<file path="src/rtl/atan2_cordic_q22_pkg.sv">
// Shared constants, state encoding and helpers for the atan2 CORDIC vectoring engine.
// CORDIC_GAIN_COMP_EN adds the COMP state used for gain compensation.
package atan2_cordic_q22_pkg;

    localparam int unsigned IO_W   = 24;
    localparam int unsigned XY_W   = 27;
    localparam int unsigned Z_W    = 25;
    localparam int unsigned ITER_W = 5;
    localparam int unsigned PROD_W = XY_W + IO_W;

    localparam logic signed [Z_W-1:0] Q22_ONE             = 25'sh0400000;
    localparam logic [IO_W-1:0]       CORDIC_INV_GAIN_Q23 = 24'h4DBA76;

    // atan(2^-i)/pi in Q2.22, rounded to nearest
    localparam logic signed [Z_W-1:0] ATAN_TAB_Q22 [0:23] = '{
        25'sd1048576, 25'sd619011, 25'sd327068, 25'sd166025,
        25'sd83335,   25'sd41708,  25'sd20859,  25'sd10430,
        25'sd5215,    25'sd2608,   25'sd1304,   25'sd652,
        25'sd326,     25'sd163,    25'sd81,     25'sd41,
        25'sd20,      25'sd10,     25'sd5,      25'sd3,
        25'sd1,       25'sd1,      25'sd0,      25'sd0
    };

    typedef enum logic [1:0] {
        IDLE = 2'd0,
        ITER = 2'd1,
`ifdef CORDIC_GAIN_COMP_EN
        COMP = 2'd2,
`endif
        DONE = 2'd3
    } cordic_state_t;

    // Q3.23 datapath value to unsigned Q2.22 magnitude, saturating
    function automatic logic [IO_W-1:0] sat_mag(input logic signed [XY_W-1:0] x);
        logic [XY_W-1:0] half;
        half = unsigned'(x) >> 1;
        if (x[XY_W-1])
            return '0;
        else if (|half[XY_W-1:IO_W])
            return '1;
        else
            return half[IO_W-1:0];
    endfunction

endpackage

</file>
<file path="src/rtl/atan2_cordic_q22_cordic_vec_step.sv">
// One combinational CORDIC vectoring micro-rotation driving y toward zero.
module atan2_cordic_q22_cordic_vec_step
    import atan2_cordic_q22_pkg::*;
(
    input  logic signed [XY_W-1:0]   x,
    input  logic signed [XY_W-1:0]   y,
    input  logic signed [Z_W-1:0]    z,
    input  logic        [ITER_W-1:0] i,
    output logic signed [XY_W-1:0]   x_next,
    output logic signed [XY_W-1:0]   y_next,
    output logic signed [Z_W-1:0]    z_next
);

    logic signed [XY_W-1:0] x_sh;
    logic signed [XY_W-1:0] y_sh;
    logic signed [Z_W-1:0]  ang;

    always_comb begin
        x_sh = x >>> i;
        y_sh = y >>> i;
        ang  = (i < ITER_W'(24)) ? ATAN_TAB_Q22[i] : '0;
        if (!y[XY_W-1]) begin
            x_next = x + y_sh;
            y_next = y - x_sh;
            z_next = z + ang;
        end else begin
            x_next = x - y_sh;
            y_next = y + x_sh;
            z_next = z - ang;
        end
    end

endmodule

</file>
<file path="src/rtl/atan2_cordic_q22.sv">
// Iterative CORDIC atan2/magnitude engine: Q1.23 (x, y) in, Q2.22 angle and magnitude out.
// CORDIC_GAIN_COMP_EN: adds a COMP cycle scaling the magnitude by 1/K.
module atan2_cordic_q22
    import atan2_cordic_q22_pkg::*;
#(
    parameter int unsigned N_ITER = 22
) (
    input  logic            clk,
    input  logic            rst_n,
    input  logic            in_valid,
    output logic            in_ready,
    input  logic [IO_W-1:0] x_in,
    input  logic [IO_W-1:0] y_in,
    output logic            out_valid,
    input  logic            out_ready,
    output logic [IO_W-1:0] angle_out,
    output logic [IO_W-1:0] mag_out
);

    cordic_state_t state_q, state_nxt;
    logic          in_ready_q, out_valid_q, in_ready_nxt, out_valid_nxt;

    logic signed [XY_W-1:0] x_q, y_q, x_ext, y_ext, x0, y0, x_step, y_step, x_res;
    logic signed [Z_W-1:0]  z_q, z0, z_step, z_res;
    logic [ITER_W-1:0]      iter_q;
    logic                   zero_q;
    logic [IO_W-1:0]        angle_q, mag_q;
    logic                   accept_c, last_c, load_c;

    assign accept_c = (state_q == IDLE) && in_valid;
    assign last_c   = (iter_q == ITER_W'(N_ITER - 1));

    assign x_ext = XY_W'($signed(x_in));
    assign y_ext = XY_W'($signed(y_in));

    // Fold left half-plane inputs into the right half-plane with a +/-pi offset
    always_comb begin
        x0 = x_ext;
        y0 = y_ext;
        z0 = '0;
        if (x_ext[XY_W-1]) begin
            x0 = -x_ext;
            y0 = -y_ext;
            z0 = y_ext[XY_W-1] ? -Q22_ONE : Q22_ONE;
        end
    end

    atan2_cordic_q22_cordic_vec_step u_step (
        .x      (x_q),
        .y      (y_q),
        .z      (z_q),
        .i      (iter_q),
        .x_next (x_step),
        .y_next (y_step),
        .z_next (z_step)
    );

`ifdef CORDIC_GAIN_COMP_EN
    logic [PROD_W-1:0] prod_c;
    assign prod_c = PROD_W'(unsigned'(x_q)) * PROD_W'(CORDIC_INV_GAIN_Q23);
    assign x_res  = $signed(XY_W'(prod_c >> 23));
    assign z_res  = z_q;
    assign load_c = (state_q == COMP);
`else
    assign x_res  = x_step;
    assign z_res  = z_step;
    assign load_c = (state_q == ITER) && last_c;
`endif

    // State register plus registered handshake decodes
    always_ff @(posedge clk or negedge rst_n) begin
        if (!rst_n) begin
            state_q     <= IDLE;
            in_ready_q  <= 1'b1;
            out_valid_q <= 1'b0;
        end else begin
            state_q     <= state_nxt;
            in_ready_q  <= in_ready_nxt;
            out_valid_q <= out_valid_nxt;
        end
    end

    always_comb begin
        state_nxt = state_q;
        case (state_q)
            IDLE: if (in_valid) state_nxt = ITER;
`ifdef CORDIC_GAIN_COMP_EN
            ITER: if (last_c) state_nxt = COMP;
            COMP: state_nxt = DONE;
`else
            ITER: if (last_c) state_nxt = DONE;
`endif
            DONE: if (out_ready) state_nxt = IDLE;
            default: state_nxt = IDLE;
        endcase
    end

    always_comb begin
        in_ready_nxt  = (state_nxt == IDLE);
        out_valid_nxt = (state_nxt == DONE);
    end

    // Datapath: capture with pre-rotation, rotate, then latch the result once
    always_ff @(posedge clk or negedge rst_n) begin
        if (!rst_n) begin
            x_q     <= '0;
            y_q     <= '0;
            z_q     <= '0;
            iter_q  <= '0;
            zero_q  <= 1'b0;
            angle_q <= '0;
            mag_q   <= '0;
        end else begin
            if (accept_c) begin
                x_q    <= x0;
                y_q    <= y0;
                z_q    <= z0;
                iter_q <= '0;
                zero_q <= (x_in == '0) && (y_in == '0);
            end else if (state_q == ITER) begin
                x_q    <= x_step;
                y_q    <= y_step;
                z_q    <= z_step;
                iter_q <= iter_q + ITER_W'(1);
            end
            if (load_c) begin
                angle_q <= zero_q ? '0 : z_res[IO_W-1:0];
                mag_q   <= zero_q ? '0 : sat_mag(x_res);
            end
        end
    end

    assign in_ready  = in_ready_q;
    assign out_valid = out_valid_q;
    assign angle_out = angle_q;
    assign mag_out   = mag_q;

endmodule

</file>
<file path="config.mk">
export PLATFORM = sky130hd
export DESIGN_NAME = atan2_cordic_q22
export DESIGN_NICKNAME = d
export VERILOG_FILES = /design/src/rtl/atan2_cordic_q22_pkg.sv /design/src/rtl/atan2_cordic_q22_cordic_vec_step.sv /design/src/rtl/atan2_cordic_q22.sv
export SDC_FILE = /design/constraint.sdc
export NUM_CORES = 1
export LEC_CHECK = 0
export CAP_MARGIN = 20
export CORE_MARGIN = 4
export CORE_UTILIZATION = 30
export CTS_BUF_LIST = sky130_fd_sc_hd__clkbuf_8
export CTS_CLUSTER_DIAMETER = 120
export CTS_CLUSTER_SIZE = 28
export DETAILED_ROUTE_END_ITERATION = 8
export GPL_TIMING_DRIVEN = 0
export PLACE_DENSITY = 0.52
export SYNTH_ARGS = -nofsm -noshare
export SYNTH_HDL_FRONTEND = slang
export SYNTH_SLANG_ARGS = --single-unit
</file>
<file path="constraint.sdc">
create_clock -name clk -period 6 [get_ports clk]
set_clock_uncertainty 0.15 [all_clocks]
set_input_delay 1.5 -clock clk [delete_from_list [all_inputs] [get_ports clk]]
set_output_delay 1.5 -clock clk [all_outputs]
set_load 0.005 [all_outputs]
</file>
# Yosys cells after proc, flatten, opt, wreduce, memory -nomap -nowiden
# Memory sizes are Yosys's and may differ from the RTL's.
# Cells that the tools add are included.
# W data, S select, Z words.
word_totals:
  reg_bits: 137
  mem_bits_ro: 800
  in_bits: 52
  output_inout_bits: 50
  wordCells: 64
  memories: 1
classes:
  add_sub_neg: 9
  n_lt_le_gt_ge: 2
  eq_ne: 4
  shifts: 2
  n_mux: 26
  bitwise_logic: 1
  reduce_logical: 9
mem_list:
  columns: ["name", "depth", "width", "read_ports", "rd_ports_with_merged_regs", "wr", "line_no", "source"]
  rows:
  - ["(no name shown)", 32, 25, 1, 0, 0, "atan2_cordic_q22_cordic_vec_step.sv:21", "ang = (i < ITER_W'(24)) ? ATAN_TAB_Q22[i] : '0;"]
op_table:
  columns: ["operator", "count"]
  rows:
  - ["$mux W27", 8]
  - ["$mux W25", 8]
  - ["$mux W24", 4]
  - ["$add A27 B27 Y27", 2]
  - ["$neg A24 Y27", 2]
  - ["$sshr A27 B5 Y27", 2]
  - ["$sub A27 B27 Y27", 2]
  - ["$logic_not A24 Y1", 2]
  - ["$add A25 B25 Y25", 1]
  - ["$sub A25 B25 Y25", 1]
  - ["$mux W5", 2]
  - ["$ge A6 B6 Y1 const B", 1]
  - ["$mux W2", 3]
  - ["$not A5 Y6", 1]
  - ["$pmux W2 S3", 1]
  - ["$add A5 B1 Y5 const B", 1]
  - ["$eq A5 B5 Y1 const B", 1]
  - ["$lt A5 B5 Y1 const B", 1]
  - ["$eq A2 B2 Y1 const B", 2]
  - ["$logic_not A2 Y1", 2]
  - ["$logic_and A1 B1 Y1", 3]
  - ["$eq A2 B1 Y1 const B", 1]
  - ["$reduce_bool A2 Y1", 1]
  - ["$reduce_or A2 Y1", 1]

# Longest topological paths before layout
# Gate-level depths: netlist of run 1.
logic_depth:
  word_depth: 9
  mapped_depth: 29
  ltp_nobuf: 23

# By module
# From an unflattened synthesis of run 1, not the netlist that was laid out.
unflattened:
  cells_unflattened: 2074
  hier_area_um2: 16194.3
by_module_without_submodules:
  columns: ["module", "instances", "cells_each", "area_per_inst_um2", "seq_area_each_um2"]
  rows:
  - ["atan2_cordic_q22_cordic_vec_step", 1, 1284, 9402.8, 0.0]
  - ["atan2_cordic_q22", 1, 790, 6791.5, 3429.5]

# Worst setup path after synthesis of run 1
# OpenSTA, ideal clock, no wires.
synth_path:
  kind: "register -> register"
  startpoint: "register iter_q[0]"
  endpoint: "register mag_q[10] (netlist: mag_out[10])"
  setup_time_ns: 0.121
  arrival_time_ns: 5.971
  required_time_ns: 5.729
  path_slack_ns: -0.242
  path_stages_with_launch: 30
  path_buffers: 8
  period_less_slack_ns: 6.242
  cell_sequence: "dfrtp_1 > buf_6 > buf_6 > buf_6 > buf_6 > buf_6 > buf_2 > mux4_2 > mux4_2 > nand2_1 > o21a_1 > ha_1 > and2_1 > and3_1 > buf_6 > nor3b_1 > nor3_1 > a211oi_1 > ha_1 > o21ai_0 > nor2_1 > or4_1 > a21oi_1 > o311ai_0 > a31o_2 > a21o_1 > xnor2_1 > clkbuf_1 > nand2_1 > a22o_1"
synth_via:
  elab_chain_cells: 7
  elab_cells_between_ends: 10
  cone_classes: "add/sub: 2; eq/ne: 1; shift: 1; mux: 4; reduce/logical: 2"
synth_rtl:
  columns: ["element", "line_no", "source"]
  rows:
  - ["from (decl)", "atan2_cordic_q22.sv:25", "logic [ITER_W-1:0] iter_q;"]
  - ["from (signal assigned)", "atan2_cordic_q22.sv:124", "iter_q <= iter_q + ITER_W'(1);"]
  - ["$sshr A27 B5 Y27", "atan2_cordic_q22_cordic_vec_step.sv:20", "y_sh = y >>> i;"]
  - ["$add A27 B27 Y27 / $sub A27 B27 Y27 (equally long branches)", "atan2_cordic_q22_cordic_vec_step.sv:23, atan2_cordic_q22_cordic_vec_step.sv:27", null]
  - ["$mux W27", "atan2_cordic_q22_cordic_vec_step.sv:22", "if (!y[XY_W-1]) begin"]
  - ["$reduce_or A2 Y1", "atan2_cordic_q22_pkg.sv:39", "else if (|half[XY_W-1:IO_W])"]
  - ["$mux W24", "atan2_cordic_q22_pkg.sv:39", null]
  - ["$mux W24", "atan2_cordic_q22_pkg.sv:37", "if (x[XY_W-1])"]
  - ["$mux W24", "atan2_cordic_q22.sv:128", "mag_q <= zero_q ? '0 : sat_mag(x_res);"]
  - ["to (signal assigned)", "atan2_cordic_q22.sv:128", null]
  - ["to (decl)", "atan2_cordic_q22.sv:27", "logic [IO_W-1:0] angle_q, mag_q;"]
# Several ways; a longest one is shown, not always the timed one.
# A chain may end at the register's enable or synchronous reset.

# Worst setup path in the final report of run 1
layout_path:
  startpoint: "register iter_q[1]"
  endpoint: "register mag_q[7] (netlist: mag_out[7])"
# Same word-level chain as after synthesis.

==> results of run 1 <==
per-layer routing:
metal / track usage [%] / vias to the layer above
li1: - / 7559
met1: 33.6 / 8454
met2: 42.7 / 720
met3: 5.06 / 171
met4: 11.6 / 6
met5: 0 / -
layout make-up:
class | count | area, µm² | share of cell area [%]
Buffer | 120 | 905 | 4.41
Antenna cell | 1 | 2.50 | 0.0122
Clock buffer | 17 | 234 | 1.14
Tap cell | 688 | 861 | 4.20
Clock inverter | 15 | 173 | 0.842
Inverter | 43 | 174 | 0.848
Multi-Input combinational cell | 1598 | 12700 | 62.0
Sequential cell | 136 | 3410 | 16.6
Timing Repair Buffer | 209 | 2030 | 9.88
kinds of logic after synthesis:
family                     after synthesis  share of synthesized area (%)
AOI/OAI and AO/OA                      627                           26.1
and+or+nand+nor                        575                           17.3
buffers and inverters                  170                           4.83
xor gates and xnor gates               158                           8.77
muxes                                  144                           14.1
DFF                                    136                           21.4
adders and majority gates               94                           7.52
stage by stage:
step | std cells | hold WS, ns | setup TNS (ns) | instance area, µm² | setup slack (ns)
after floorplan | 1904 | 0.306 | 0 | 16000 | 0.00175
after global placement | 2692 | 0.328 | -539.89 | 17900 | -2.92
after detailed placement | 2695 | 0.321 | -139.46 | 17900 | -2.32
after CTS | 2787 | 0.341 | -5.53 | 19700 | -0.235
after global routing | 2827 | 0.366 | -11.39 | 20500 | -0.449
final | 2827 | 0.338 | -8.71 | 20500 | -0.388
final timing paths:
check,start,to,slack (ns),cells past startpoint
setup / recovery,iter_q[1],mag_out[7],-0.39,28
hold / removal,angle_out[1],angle_out[1],0.34,2
setup reg to reg,iter_q[1],mag_out[7],-0.39,28
hold reg to reg,angle_out[1],angle_out[1],0.34,2
max in group asynchronous,rst_n,y_q[9],4.06,2
min in group asynchronous,rst_n,angle_out[8],0.75,1
registers in the layout, summed over array words and instances (netlist names):
name       count
iter_q         5
state_q        2
zero_q         1
angle_out     24
mag_out       24
in_ready       1
y_q           27
z_q           24
x_q           27
out_valid      1
cell usage after synthesis, drive strengths merged (15+ instances only):
cell type	n
o21a	27
dfrtp	135
a21o	44
o31ai	24
nand2b	26
o211ai	26
or3	18
o21ai	137
nand2	206
inv	42
and3	19
a21oi	140
mux2i	44
nor3	35
mux2	40
o22ai	22
buf	55
xor2	59
a31oi	32
nand3	27
xnor2	98
or2	15
nor2	147
a22o	64
clkbuf	72
a211oi	20
nor2b	30
ha	91
mux4	60
repair_timing:
| item | CTS | global route |
|---|---|---|
| gates cloned | 2 | 2 |
| setup buffers | 60 | 43 |
| setup endpoints to repair | 109 | 56 |
| resized for setup | 206 | 126 |
| pin swaps | 56 | 73 |
| hold buffers | 0 | 0 |
critical path: cells and delay by family, from the launching register on:
family / cells / cell delay, ns
DFF: 1 / 0.49
and+or+nand+nor: 8 / 1.39
xor gates and xnor gates: 1 / 0.18
adders and majority gates: 2 / 0.47
muxes: 2 / 1.10
AOI/OAI and AO/OA: 8 / 1.60
buffers and inverters: 7 / 0.89
==> flow_summary.yaml, run 1 <==
timing:
  setup_viol: 30
  maxSlewViolCount: 0
  fin_crit_ns: 6.39
  timing.final.crit_share_pct: 106
  rsz0062_at_grt: "yes"
  worst_pin_slew_ns: 1.20
  finalHoldViolCount: 0
  max_freq_ghz: 0.157
  maxSlewHeadroom_pct: 19.9
  setup_slack_ns: -0.388
yosys:
  synth.distinct_cells: 91
  netlist_instances: 1904
  post-synth-top-area-cell: "dfrtp_1"
  ys_ff_latch: 136
  synthFlopType: "dfrtp_1"
  yosysWarningCount: 0
  async_flop_share_pct: 100
  synth_edf_count: 0
  synthTopCellsByArea: "dfrtp_1 21%, mux4_2 8.5%, ha_1 7.1%, xnor2_1 5.4%, nand2_1 4.9%"
  ys_seq_area_share_pct: 21.4
  avgSynthCellArea_um2: 8.37
  syn-cell-area_um2: 15900
  synth_nets: 2050
  synth.top_cell.area_share_pct: 21.2
detailed_routing:
  drtPass1Iterations: 8
  via_per_inst: 5.98
  met2_wirelength_mm: 35.2
  drt_wl_total_mm: 76.0
  wl_per_cell_um: 26.9
  vias: 16900
  wl_met3_mm: 5.39
  top_layer_used: "met5"
  met1Wirelength_mm: 31.7
  ant_nets: 0
  drtIter0Drc: 1648
  drt_drc_violations_left: 0
run:
  drv_cap: 0
clock_tree:
  cts_root_buf: "clkbuf_8"
  worstSkewPairLatency_ns: 0.57
  cts_made_buffers: 17
  path_clk_slew_ns: 0.11
  htreeDepth: 4
  cts.sink_count: 136
  clock_path_buffers: 2
  cts_tree: "built"
place:
  portBuffers: 100
  dp_hpwl_mm: 58.3
  place_congestion: 1.01
floorplanning:
  ios: 102
  initial_core_util_pct: 30.3
  fp.coreArea_um2: 52600
  fp.dieArea_um2: 56900
  die_w_um: 238
  die_h_um: 238
  num_rows: 84
global_route:
  gr-total-overflow: 0
  antenna_found_initial: 3
  grt.total_usage_pct: 26.1
  grt_pass1_wl_mm: 110
  grt_pass1_vias: 16600
  grt_max_degree: 88
critical_path:
  crit_type: "reg -> reg"
  cp-start-kind: "flop"
  crit_top_cell: "buf_12"
  cp_slowest_cell: "or4_4"
  crit_required_ns: 6.32
  cp-end-kind: "flop"
  cp.arrival_ns: 6.71
  critPathMaxFanout: 5
  slowest_delay_ns: 0.56
finish:
  drive_above_1_share_pct: 23.0
  utilization_pct: 39.0
  nets: 2271
  final.fill_count: 5449
  areaGrowthSynthToFinish_pct: 28.7
  layout_common_cells: "186 x nand2_1, 140 x nor2_1, 131 x dfrtp_1, 118 x a21oi_1, 115 x o21ai_0"
  layout_commonest_cell: "nand2_1"
outcome:
  violations: "negative setup slack"
  status: "finished with violations"
worst_hold_path:
  min_path_type: "reg -> reg"
Power of run 1 is not shown: default switching activity piles up to over one toggle a cycle in this logic, so the estimate is an artifact.
==> inputs of run 2 (changes only) <==
--- a/config.mk
+++ b/config.mk
@@ -7,13 +7,13 @@
 export LEC_CHECK = 0
 export CAP_MARGIN = 20
 export CORE_MARGIN = 4
-export CORE_UTILIZATION = 30
+export CORE_UTILIZATION = 38
 export CTS_BUF_LIST = sky130_fd_sc_hd__clkbuf_8
 export CTS_CLUSTER_DIAMETER = 120
 export CTS_CLUSTER_SIZE = 28
 export DETAILED_ROUTE_END_ITERATION = 8
 export GPL_TIMING_DRIVEN = 0
-export PLACE_DENSITY = 0.52
+export PLACE_DENSITY = 0.61
 export SYNTH_ARGS = -nofsm -noshare
 export SYNTH_HDL_FRONTEND = slang
 export SYNTH_SLANG_ARGS = --single-unit
==> run 2 against run 1 <==
  * Sequential cell count unchanged
  * Core utilization up 10 points
  * First-iteration DRC count increased by 9.6%
  * The run still ends with negative setup slack left
  * Critical endpoint is now y_q[25]
  * Cell count shrank 5.3%
  * Largest cell class unchanged
==> flow_summary.yaml, run 2 (synthesized netlist as in run 1, its figures left out) <==
outcome:
  status: "finished with violations"
  violations: "negative setup slack"
floorplanning:
  initial_core_util_pct: 38.8
  fp.dieArea_um2: 45300
  num_rows: 74
  die_h_um: 213
  ios: 102
  die_w_um: 213
  fp.coreArea_um2: 41100
finish:
  final_area_um2: 20300
  seq_area_um2: 3410
  nets: 2277
  areaGrowthSynthToFinish_pct: 27.3
  final.fill_count: 3990
  reg_top3: "x_q (27), y_q (27)"
  layout_common_cells: "181 x nand2_1, 141 x nor2_1, 131 x dfrtp_1, 118 x a21oi_1"
  multi_input_area_um2: 12700
  drive_above_1_share_pct: 23.7
  layout_commonest_cell: "nand2_1"
critical_path:
  cp.arrival_ns: 6.68
  crit_type: "reg -> reg"
  crit_top_cell: "buf_12"
  rrSetupSlack_ns: -0.38
  cp_slowest_cell: "dfrtp_2"
  r2r-start: "iter_q[1]"
  rr_worst_depth: 27
  cp-end-kind: "flop"
  critPathMaxFanout: 5
  crit_required_ns: 6.29
  slowest_delay_ns: 0.50
  cp-start-kind: "flop"
  reg2reg_to: "y_q[25]"
detailed_routing:
  top_layer_used: "met5"
  drtIter0Drc: 1807
  ant_nets: 0
  met2_wirelength_mm: 33.0
  met1Wirelength_mm: 28.7
  drt_wl_total_mm: 73.1
  via_per_inst: 6.44
  drtPass1Iterations: 6
  wl_per_cell_um: 27.3
  wl_met3_mm: 6.64
  drt_drc_violations_left: 0
  vias: 17300
global_route:
  antenna_found_initial: 3
  grt.total_usage_pct: 31.4
  grt_max_degree: 89
  grt_pass1_wl_mm: 106
  grt_pass1_vias: 16600
  gr-total-overflow: 0
clock_tree:
  cts_tree: "built"
  clock_path_buffers: 2
  cts_root_buf: "clkbuf_8"
  cts_made_buffers: 17
  cts.sink_count: 136
  worstSkewPairLatency_ns: 0.59
  path_clk_slew_ns: 0.11
  htreeDepth: 4
timing:
  finalHoldViolCount: 0
  finalSetupTns_ns: -10.46
  worst_pin_slew_ns: 1.24
  fin_crit_ns: 6.38
  setup_slack_ns: -0.385
  max_freq_ghz: 0.157
  timing.final.crit_share_pct: 106
  rsz0062_at_grt: "yes"
  maxSlewHeadroom_pct: 17.1
  maxSlewViolCount: 0
  setup_viol: 39
place:
  place_congestion: 1.06
  dpl-instance-area_um2: 17700
  dpl_worst_slack_ns: -2.08
  portBuffers: 100
  dp_hpwl_mm: 55.2
worst_hold_path:
  holdPathStages: 2
  min_from: "angle_out[22]"
  min_to: "angle_out[22]"
  min_path_type: "reg -> reg"
run:
  drv_cap: 0
run 2: cell types whose count changed in the layout (fill, tap and decap cells not counted), moves of 4 or more:
cell / change
nand2_1: -5
ha_1: -6
o21ai_1: +5
buf_6: +4
inv_8: -4
nand2_2: +8
buf_4: +11
ha_2: +5
o21ai_0: -7
run 2: worst max-delay path, delay by kind of cell, from the launching register on:
family                   cells  cell delay [ns]
AO/OA/AOI/OAI               10             1.83
XOR/XNOR                     2             0.37
adder cells (fa/ha/maj)      2             0.50
buffers and inverters        7             0.84
flip-flops                   1             0.50
multiplexers                 2             0.91
AND/OR/NAND/NOR              4             1.13
run 2: layout make-up:
cell class	count	area share (%)
Timing Repair Buffer	214	9.90
Clock inverter	15	0.950
Buffer	121	4.34
Clock buffer	17	1.15
Antenna cell	2	0.0247
Inverter	43	0.839
Sequential cell	136	16.8
Tap cell	532	3.28
Multi-Input combinational cell	1598	62.7
run 2: timing repair:
action	in CTS	in global routing
gates cloned	2	0
buffers inserted	70	40
endpoints found under the setup margin	109	58
gates resized for setup	206	133
hold buffers	0	0
pin swaps	60	93
run 2: per-stage QoR:
stage               std cells  hold WS (ns)  util, %
floorplan                1904         0.306        -
global placement         2536         0.317     43.0
detailed placement       2538         0.323     43.1
CTS                      2639         0.350     47.4
global route             2676         0.373     49.3
finish                   2678         0.345     49.3
run 2: how the worst max path moves through the flow:
stage	slack (ns)	from	cells after the start	end
after floorplan	0.002	iter_q[0]	27	mag_out[11]
after global placement	-2.65	rst_n	1	y_q[14]
after detailed placement	-2.08	iter_q[2]	24	mag_out[10]
after CTS	-0.22	iter_q[1]	29	mag_out[14]
after global routing	-0.47	iter_q[1]	26	mag_out[14]
final	-0.38	iter_q[1]	27	y_q[25]
run 2: metal layers:
layer	vias up	track usage [%]
met1	8472	39.3
li1	7574	-
met5	-	0
met2	949	49.7
met4	4	17.9
met3	260	7.64
Power of run 2 is left out for the same reason.
==> inputs of run 3 (changes only) <==
--- a/config.mk
+++ b/config.mk
@@ -17,3 +17,4 @@
 export SYNTH_ARGS = -nofsm -noshare
 export SYNTH_HDL_FRONTEND = slang
 export SYNTH_SLANG_ARGS = --single-unit
+export TNS_END_PERCENT = 20
==> run 3 against run 2 <==
  * The flow still finishes with violations (negative setup slack)
  * Cell count fell by 1.3%
  * Sequential share of layout area rose by 0.42 points
  * Final area fell by 2.4%
  * Count of clock-buffer cells in the layout did not move
  * Hold slack got worse by 0.011 ns
  * Via count fell by 2.3%
  * Die area did not move
  * Non-clock buffer count fell by 34
  * First-iteration DRC count fell by 7.2%
  * Critical path depth fell by 2
  * Critical path type unchanged
  * Highest routed layer is now met4
==> flow_summary.yaml, run 3 (synthesized netlist as in run 1, its figures left out) <==
detailed_routing:
  drtPass1Iterations: 5
  drt_wl_total_mm: 72.2
  drt_drc_violations_left: 0
  wl_per_cell_um: 27.3
  vias: 16900
  drtIter0Drc: 1676
  via_per_inst: 6.38
  ant_nets: 0
finish:
  final_area_um2: 19800
  layout_common_cells: "194 x nand2_1, 144 x nor2_1, 131 x dfrtp_1, 128 x a21oi_1, 118 x o21ai_0"
  drive_above_1_share_pct: 20.3
  seq_area_um2: 3410
  reg_top3: "x_q (27), y_q (27)"
  multi_input_area_um2: 12600
  areaGrowthSynthToFinish_pct: 24.2
  final.fill_count: 4048
  utilization_pct: 48.1
  nets: 2243
  layout_commonest_cell: "nand2_1"
clock_tree:
  cts_root_buf: "clkbuf_8"
  cts.sink_count: 136
  path_clk_slew_ns: 0.10
  cts_tree: "built"
  worstSkewPairLatency_ns: 0.57
  htreeDepth: 4
  clock_path_buffers: 2
  cts_made_buffers: 17
timing:
  fin_crit_ns: 6.36
  worst_pin_slew_ns: 1.23
  finalSetupTns_ns: -9.00
  timing.final.crit_share_pct: 106
  max_freq_ghz: 0.157
  finalHoldViolCount: 0
  rsz0062_at_grt: "yes"
  maxSlewHeadroom_pct: 18.0
  maxSlewViolCount: 0
  setup_slack_ns: -0.355
  setup_viol: 31
critical_path:
  cp-start-kind: "flop"
  slowest_delay_ns: 0.65
  rrSetupSlack_ns: -0.36
  cp.arrival_ns: 6.65
  cp-end-kind: "flop"
  crit_required_ns: 6.30
  crit_top_cell: "o21a_1"
  critPathMaxFanout: 9
  cp_slowest_cell: "mux4_2"
  crit_type: "reg -> reg"
run:
  drv_cap: 0
global_route:
  antenna_found_initial: 1
  grt_pass1_wl_mm: 106
  grt.total_usage_pct: 31.5
  grt_pass1_vias: 16500
  grt_max_degree: 83
  gr-total-overflow: 0
place:
  place_congestion: 1.04
  dpl-instance-area_um2: 17700
  portBuffers: 100
  dp_hpwl_mm: 55.9
outcome:
  status: "finished with violations"
  violations: "negative setup slack"
floorplanning:
  die_h_um: 213
  die_w_um: 213
  fp.dieArea_um2: 45300
  ios: 102
  fp.coreArea_um2: 41100
  initial_core_util_pct: 38.8
  num_rows: 74
worst_hold_path:
  min_path_type: "reg -> reg"
-- run 3: cell count changes in the layout (fill, tap and decap cells not counted), moves of 6 or more --
cell	delta
nand2_2	-13
nand2_1	+13
buf_12	-6
a21oi_1	+10
a21oi_2	-11
o21ai_0	+10
buf_4	-32
o21ai_1	-6
-- run 3: final timing paths --
path	depth (start not counted)	start	to
max	25	y_q[25]	mag_out[14]
min	2	angle_out[22]	angle_out[22]
max reg2reg	25	y_q[25]	mag_out[14]
min reg2reg	2	angle_out[22]	angle_out[22]
max in group asynchronous	2	rst_n	in_ready
min in group asynchronous	1	rst_n	z_q[5]
-- run 3: cell type report --
class                   count  share of cell area (%)
clock inverters            15                   0.556
well taps                 532                    3.36
flip-flops and latches    136                    17.2
diodes                      1                  0.0126
clock buffers              17                    1.18
multi-input cells        1598                    63.8
repair buffers            179                    8.65
plain buffers             122                    4.36
inverters                  43                   0.828
-- run 3: worst max-delay path: cells and delay by family, from the launching register on --
kind,cells,cell delay (ns)
AO/OA/AOI/OAI,12,2.47
XOR/XNOR,1,0.15
adder cells (fa/ha/maj),1,0.37
buffers and inverters,4,0.71
flip-flops,1,0.40
multiplexers,2,1.10
AND/OR/NAND/NOR,5,0.87
-- run 3: repair_timing --
action / CTS / global route
setup buffers: 42 / 31
endpoints found under the setup margin: 109 / 65
gates resized for setup: 153 / 132
pin swaps: 48 / 51
cloned: 3 / 1
hold buffers: 0 / 0
-- run 3: routing by layer --
layer	up-vias	share of wire, %	GRT usage (%)
met1	8290	40	40.6
met3	183	8.5	5.88
met4	0	6.1	17.9
met2	875	46	49.9
li1	7508	-	-
met5	-	0	0
-- run 3: stage by stage --
step	instances	setup WS [ns]	hold WS, ns
3_3_place_gp	2536	-2.61	0.316
6_report	2643	-0.355	0.334
3_5_place_dp	2539	-2.39	0.320
2_1_floorplan	1904	-0.0147	0.306
5_1_grt	2642	-0.472	0.354
4_1_cts	2613	-0.395	0.337
Power of run 3 is left out for the same reason.
